===== src/rtl/reg_bank_fwd_ctrl_pkg.sv =====
// Shared types for the register bank forwarding controller: select encodings,
// address width and the per-stage scoreboard entry.
package reg_bank_fwd_ctrl_pkg;

  localparam int ADDR_W = 5;
  localparam int SEL_W  = 2;

  localparam logic [SEL_W-1:0] SEL_BANK = 2'b00;
  localparam logic [SEL_W-1:0] SEL_EX   = 2'b01;
  localparam logic [SEL_W-1:0] SEL_DM   = 2'b10;
  localparam logic [SEL_W-1:0] SEL_WB   = 2'b11;

  typedef struct packed {
    logic              valid;
    logic              we;
    logic              load;
    logic [ADDR_W-1:0] rw;
  } stage_t;

  localparam stage_t STAGE_BUBBLE = '0;

  // True when the entry will deliver a result for register addr.
  function automatic logic produces(input stage_t s, input logic [ADDR_W-1:0] addr);
    return s.valid & s.we & (s.rw == addr);
  endfunction

endpackage


===== src/rtl/reg_bank_fwd_ctrl_fwd_match.sv =====
// Priority match of one source operand against the EX/DM/WB entries; purely combinational.
// Youngest producer wins; also flags a hit on a load still sitting in EX.
module fwd_match
  import reg_bank_fwd_ctrl_pkg::*;
(
  input  logic [ADDR_W-1:0] src,
  input  logic              use_src,
  input  stage_t            ex,
  input  stage_t            dm,
  input  stage_t            wb,
  output logic [SEL_W-1:0]  sel,
  output logic              ex_load_hit
);

  logic unused_load;
  assign unused_load = dm.load ^ wb.load;

  always_comb begin
    sel = SEL_BANK;
    if (use_src) begin
      if (produces(ex, src)) begin
        sel = SEL_EX;
      end else if (produces(dm, src)) begin
        sel = SEL_DM;
      end else if (produces(wb, src)) begin
        sel = SEL_WB;
      end
    end
  end

  // A load's data only exists at the DM output, so an EX hit on it cannot be forwarded.
  assign ex_load_hit = use_src & produces(ex, src) & ex.load;

endmodule


===== src/rtl/reg_bank_fwd_ctrl.sv =====
// Forwarding/hazard controller: operand selects registered into EX one cycle after decode.
// stall is combinational and holds decode for exactly one bubble on a load-use hazard.
module reg_bank_fwd_ctrl
  import reg_bank_fwd_ctrl_pkg::*;
#(
  parameter int ADDR_W = 5,
  parameter int SEL_W  = 2
) (
  input  logic              clk,
  input  logic              rst,
  input  logic              id_valid,
  input  logic [ADDR_W-1:0] id_RA,
  input  logic [ADDR_W-1:0] id_RB,
  input  logic              id_use_A,
  input  logic              id_use_B,
  input  logic              id_imm,
  input  logic [ADDR_W-1:0] id_RW,
  input  logic              id_we,
  input  logic              id_load,
  input  logic              flush,
  output logic [SEL_W-1:0]  mux_sel_A,
  output logic [SEL_W-1:0]  mux_sel_B,
  output logic              imm_sel,
  output logic              stall,
  output logic [ADDR_W-1:0] ex_RW,
  output logic [ADDR_W-1:0] dm_RW,
  output logic [ADDR_W-1:0] wb_RW,
  output logic              ex_we,
  output logic              dm_we,
  output logic              wb_we
);

  stage_t           ex_q;
  stage_t           dm_q;
  stage_t           wb_q;
  stage_t           id_entry;
  logic [SEL_W-1:0] sel_a;
  logic [SEL_W-1:0] sel_b;
  logic             load_hit_a;
  logic             load_hit_b;
  logic             use_b_reg;
  logic             issue;

  // With an immediate the B port never reads the bank, so RB cannot hazard.
  assign use_b_reg = id_use_B & ~id_imm;

  fwd_match u_match_a (
    .src         (id_RA),
    .use_src     (id_use_A),
    .ex          (ex_q),
    .dm          (dm_q),
    .wb          (wb_q),
    .sel         (sel_a),
    .ex_load_hit (load_hit_a)
  );

  fwd_match u_match_b (
    .src         (id_RB),
    .use_src     (use_b_reg),
    .ex          (ex_q),
    .dm          (dm_q),
    .wb          (wb_q),
    .sel         (sel_b),
    .ex_load_hit (load_hit_b)
  );

  // flush redirects fetch, so a pending load-use on the killed instruction is moot.
  assign stall = ~rst & ~flush & id_valid & (load_hit_a | load_hit_b);
  assign issue = id_valid & ~stall & ~flush;

  always_comb begin
    id_entry       = STAGE_BUBBLE;
    id_entry.valid = 1'b1;
    id_entry.we    = id_we;
    id_entry.load  = id_load;
    id_entry.rw    = id_RW;
  end

  always_ff @(posedge clk) begin
    if (rst) begin
      ex_q      <= STAGE_BUBBLE;
      dm_q      <= STAGE_BUBBLE;
      wb_q      <= STAGE_BUBBLE;
      mux_sel_A <= SEL_BANK;
      mux_sel_B <= SEL_BANK;
      imm_sel   <= 1'b0;
    end else begin
      ex_q      <= issue ? id_entry : STAGE_BUBBLE;
      dm_q      <= ex_q;
      wb_q      <= dm_q;
      mux_sel_A <= issue ? sel_a : SEL_BANK;
      mux_sel_B <= issue ? sel_b : SEL_BANK;
      imm_sel   <= issue & id_imm;
    end
  end

  assign ex_RW = ex_q.rw;
  assign dm_RW = dm_q.rw;
  assign wb_RW = wb_q.rw;
  assign ex_we = ex_q.we;
  assign dm_we = dm_q.we;
  assign wb_we = wb_q.we;

  logic unused_load;
  assign unused_load = wb_q.load ^ wb_q.valid;

endmodule

===== config.mk =====
export PLATFORM = sky130hd
export DESIGN_NAME = reg_bank_fwd_ctrl
export DESIGN_NICKNAME = d
export VERILOG_FILES = /design/src/rtl/reg_bank_fwd_ctrl_pkg.sv /design/src/rtl/reg_bank_fwd_ctrl_fwd_match.sv /design/src/rtl/reg_bank_fwd_ctrl.sv
export SDC_FILE = /design/constraint.sdc
export NUM_CORES = 1
export LEC_CHECK = 0
export CAP_MARGIN = 0
export CORE_ASPECT_RATIO = 2
export CORE_MARGIN = 5
export CORE_UTILIZATION = 46
export CTS_CLUSTER_SIZE = 24
export DETAILED_ROUTE_END_ITERATION = 16
export PLACE_DENSITY = 0.9
export SLEW_MARGIN = 20
export SYNTH_ARGS = -nofsm -noshare
export SYNTH_HDL_FRONTEND = slang
export SYNTH_HIERARCHICAL = 1
export SYNTH_SLANG_ARGS = --single-unit

===== constraint.sdc =====
create_clock -name clk -period 2 [get_ports clk]
set_clock_uncertainty 0.05 [all_clocks]
set_input_delay 0.2 -clock clk [delete_from_list [all_inputs] [get_ports clk]]
set_output_delay 0.2 -clock clk [all_outputs]
set_load 0.05 [all_outputs]

==> out/metrics.yaml <==
power.leakage_nw: 0.8078
hpwlAfterDp_um: 2794
fin_crit_sh_pct: 103.1
core_area_mm2: 0.002978
dieHeight_um: 89.03
drtIter0Drc: 34
peakVddDrop_mv: 0.4293
overflow: 0
port_buffers: 47
drc: 0
viasPerCell: 5.254
cts_tree: "done"
wl_um: 3674
multi_input_area_um2: 773.2
avgSynthCellArea_um2: 9.640
syn-cell-area_mm2: 0.001436
end_kind: "primary output"
rows: 28
grt_pass1_vias: 1282
drt-wirelength-per-cell_um: 16.11
diodes: 0
p_switching_mw: 0.2705
worst_slew_pin_slew_ns: 0.5105
violations: "setup timing"
timing.final.ws_setup_ns: -0.06101
critical_path_arrival_ns: 1.81
fillers: 235
required_ns: 1.75
ys_warn_count: 6
routabilityCongestion: 0.9864
hold_viol: 0
antenna_left: 0
finish.utilization_pct: 69.37
dieArea_mm2: 0.004408
cts_root_buffer: "clkbuf_8"
numClockSinks: 27
antenna_found_initial: 0
fin_tns_setup_ns: -0.06101
setup_viol: 1
grt_max_degree: 18
power.internal_mw: 0.7877
area_growth_pct: 43.82
initial_core_util_pct: 48.24
nets: 223
min_period_ns: 2.061
regArea_um2: 553.0
pwr-share-clk_pct: 28.2
rsz0062_at_grt: "true"
ioPinCount: 48
status: "finished with violations"
clock.fmax_mhz: 485.2
drv_slew: 0
clock_latency_ns: 0.26
syn_nets: 173
relSlewSlack_pct: 65.86
cts_hold_buffers: 0
crit_fanout: 4
cts.htree.levels: 1
place_ws_ns: -0.2248
min_path_type: "in -> reg"
swShare_pct: 25.56
combPwrFrac_pct: 19.4
seqPwrFrac_pct: 52.5
cts.clk_slew.worst_paths_ns: 0.09
cap_viol_max_count: 0
critPathKind: "reg -> out"
drive_above_1_share_pct: 25.76
power_density_mw_per_mm2: 512.3
fp.dieW_um: 49.52
synth_cells: 149
ctsLongestPathBuffers: 2
cts_buffers: 3
drtPass1Iterations: 5
p_total_mw: 1.058
groute.usage.overall_pct: 17.99
setup.worst_path.start_class: "flip-flop"
vias: 1198
grt_first_pass_wirelength_um: 6058
-- power groups by stage --
stage	clock network, mW	registers, mW	logic [mW]
after detailed placement	0	0.569	0.206
after floorplan	0	0.572	0.102
final	0.298	0.555	0.205
after CTS	0.308	0.555	0.204
after global routing	0.328	0.557	0.218
after global placement	0	0.568	0.202
-- cell type report --
class                   count  area share, %
clock buffers               4          2.180
inverters                  11          1.999
multi-input cells          91          37.43
flip-flops and latches     27          26.77
well taps                  30          1.817
repair buffers             65          29.80
-- layout by cell type, fill, tap and decap left out, types with 3 or more instances in the layout --
cell type and n:
xnor2_1 9, nand4_1 4, dlygate4sd2_1 10, nor2b_1 15
clkbuf_8 3, nor4_2 12, clkdlybuf4s50_1 36, nor4_1 3
buf_4 17, dfxtp_1 21, xnor2_2 3, inv_1 11
xor2_1 18, nand2_1 4, dfxtp_2 4
-- through the flow --
step / instances / hold slack [ns] / area, µm²
2_1_floorplan: 149 / 0.2260 / 1453
3_3_place_gp: 221 / 0.4196 / 1954
3_5_place_dp: 221 / 0.4284 / 1954
4_1_cts: 228 / 0.4033 / 2061
5_1_grt: 228 / 0.4184 / 2066
6_report: 228 / 0.4108 / 2066
-- path summary, 6_finish.rpt --
path                       startpoint             endpoint  slack, ns  depth (start not counted)
setup / recovery  ex_RW[2]$_SDFF_PP0_                stall      -0.06                          7
hold / removal               id_RW[3]  ex_RW[3]$_SDFF_PP0_       0.41                          3
setup reg to reg  ex_RW[2]$_SDFF_PP0_  ex_RW[4]$_SDFF_PP0_       0.24                          7
hold reg to reg    ex_q[7]$_SDFF_PP0_   dm_q[7]$_SDFF_PP0_       0.44                          1
-- sequential cells by signal, indices dropped and copies added, names as in the netlist --
name       count
dm_we          1
dm_q           1
wb_RW          5
ex_q           2
ex_RW          5
mux_sel_B      2
dm_RW          5
wb_we          1
mux_sel_A      2
wb_q           1
ex_we          1
imm_sel        1
-- metal layers --
metal | vias to the layer above | part of all wire, % | GRT usage, %
met3 | 13 | 4.9 | 2.504
met2 | 52 | 57 | 34.78
met1 | 559 | 34 | 17.31
li1 | 574 | - | -
met5 | - | 0 | 0
met4 | 0 | 4.0 | 11.22
-- what timing repair did --
action / CTS / global route
setup buffers: 3 / 0
resized for setup: 24 / 2
pin swaps: 11 / 0
endpoints found under the setup margin: 1 / 1
hold endpoints to repair: 0 / 0
-- worst max-delay path, cell delays in order, from the launching register on --
cell and delay, ns:
dfxtp_4 0.38, xnor2_2 0.15, nand4_1 0.18, nor2_2 0.15, and3_4 0.22, nor2_4 0.04, nor4b_4 0.25, buf_12 0.18
No activity file was read; power rests on OpenSTA's default activity.
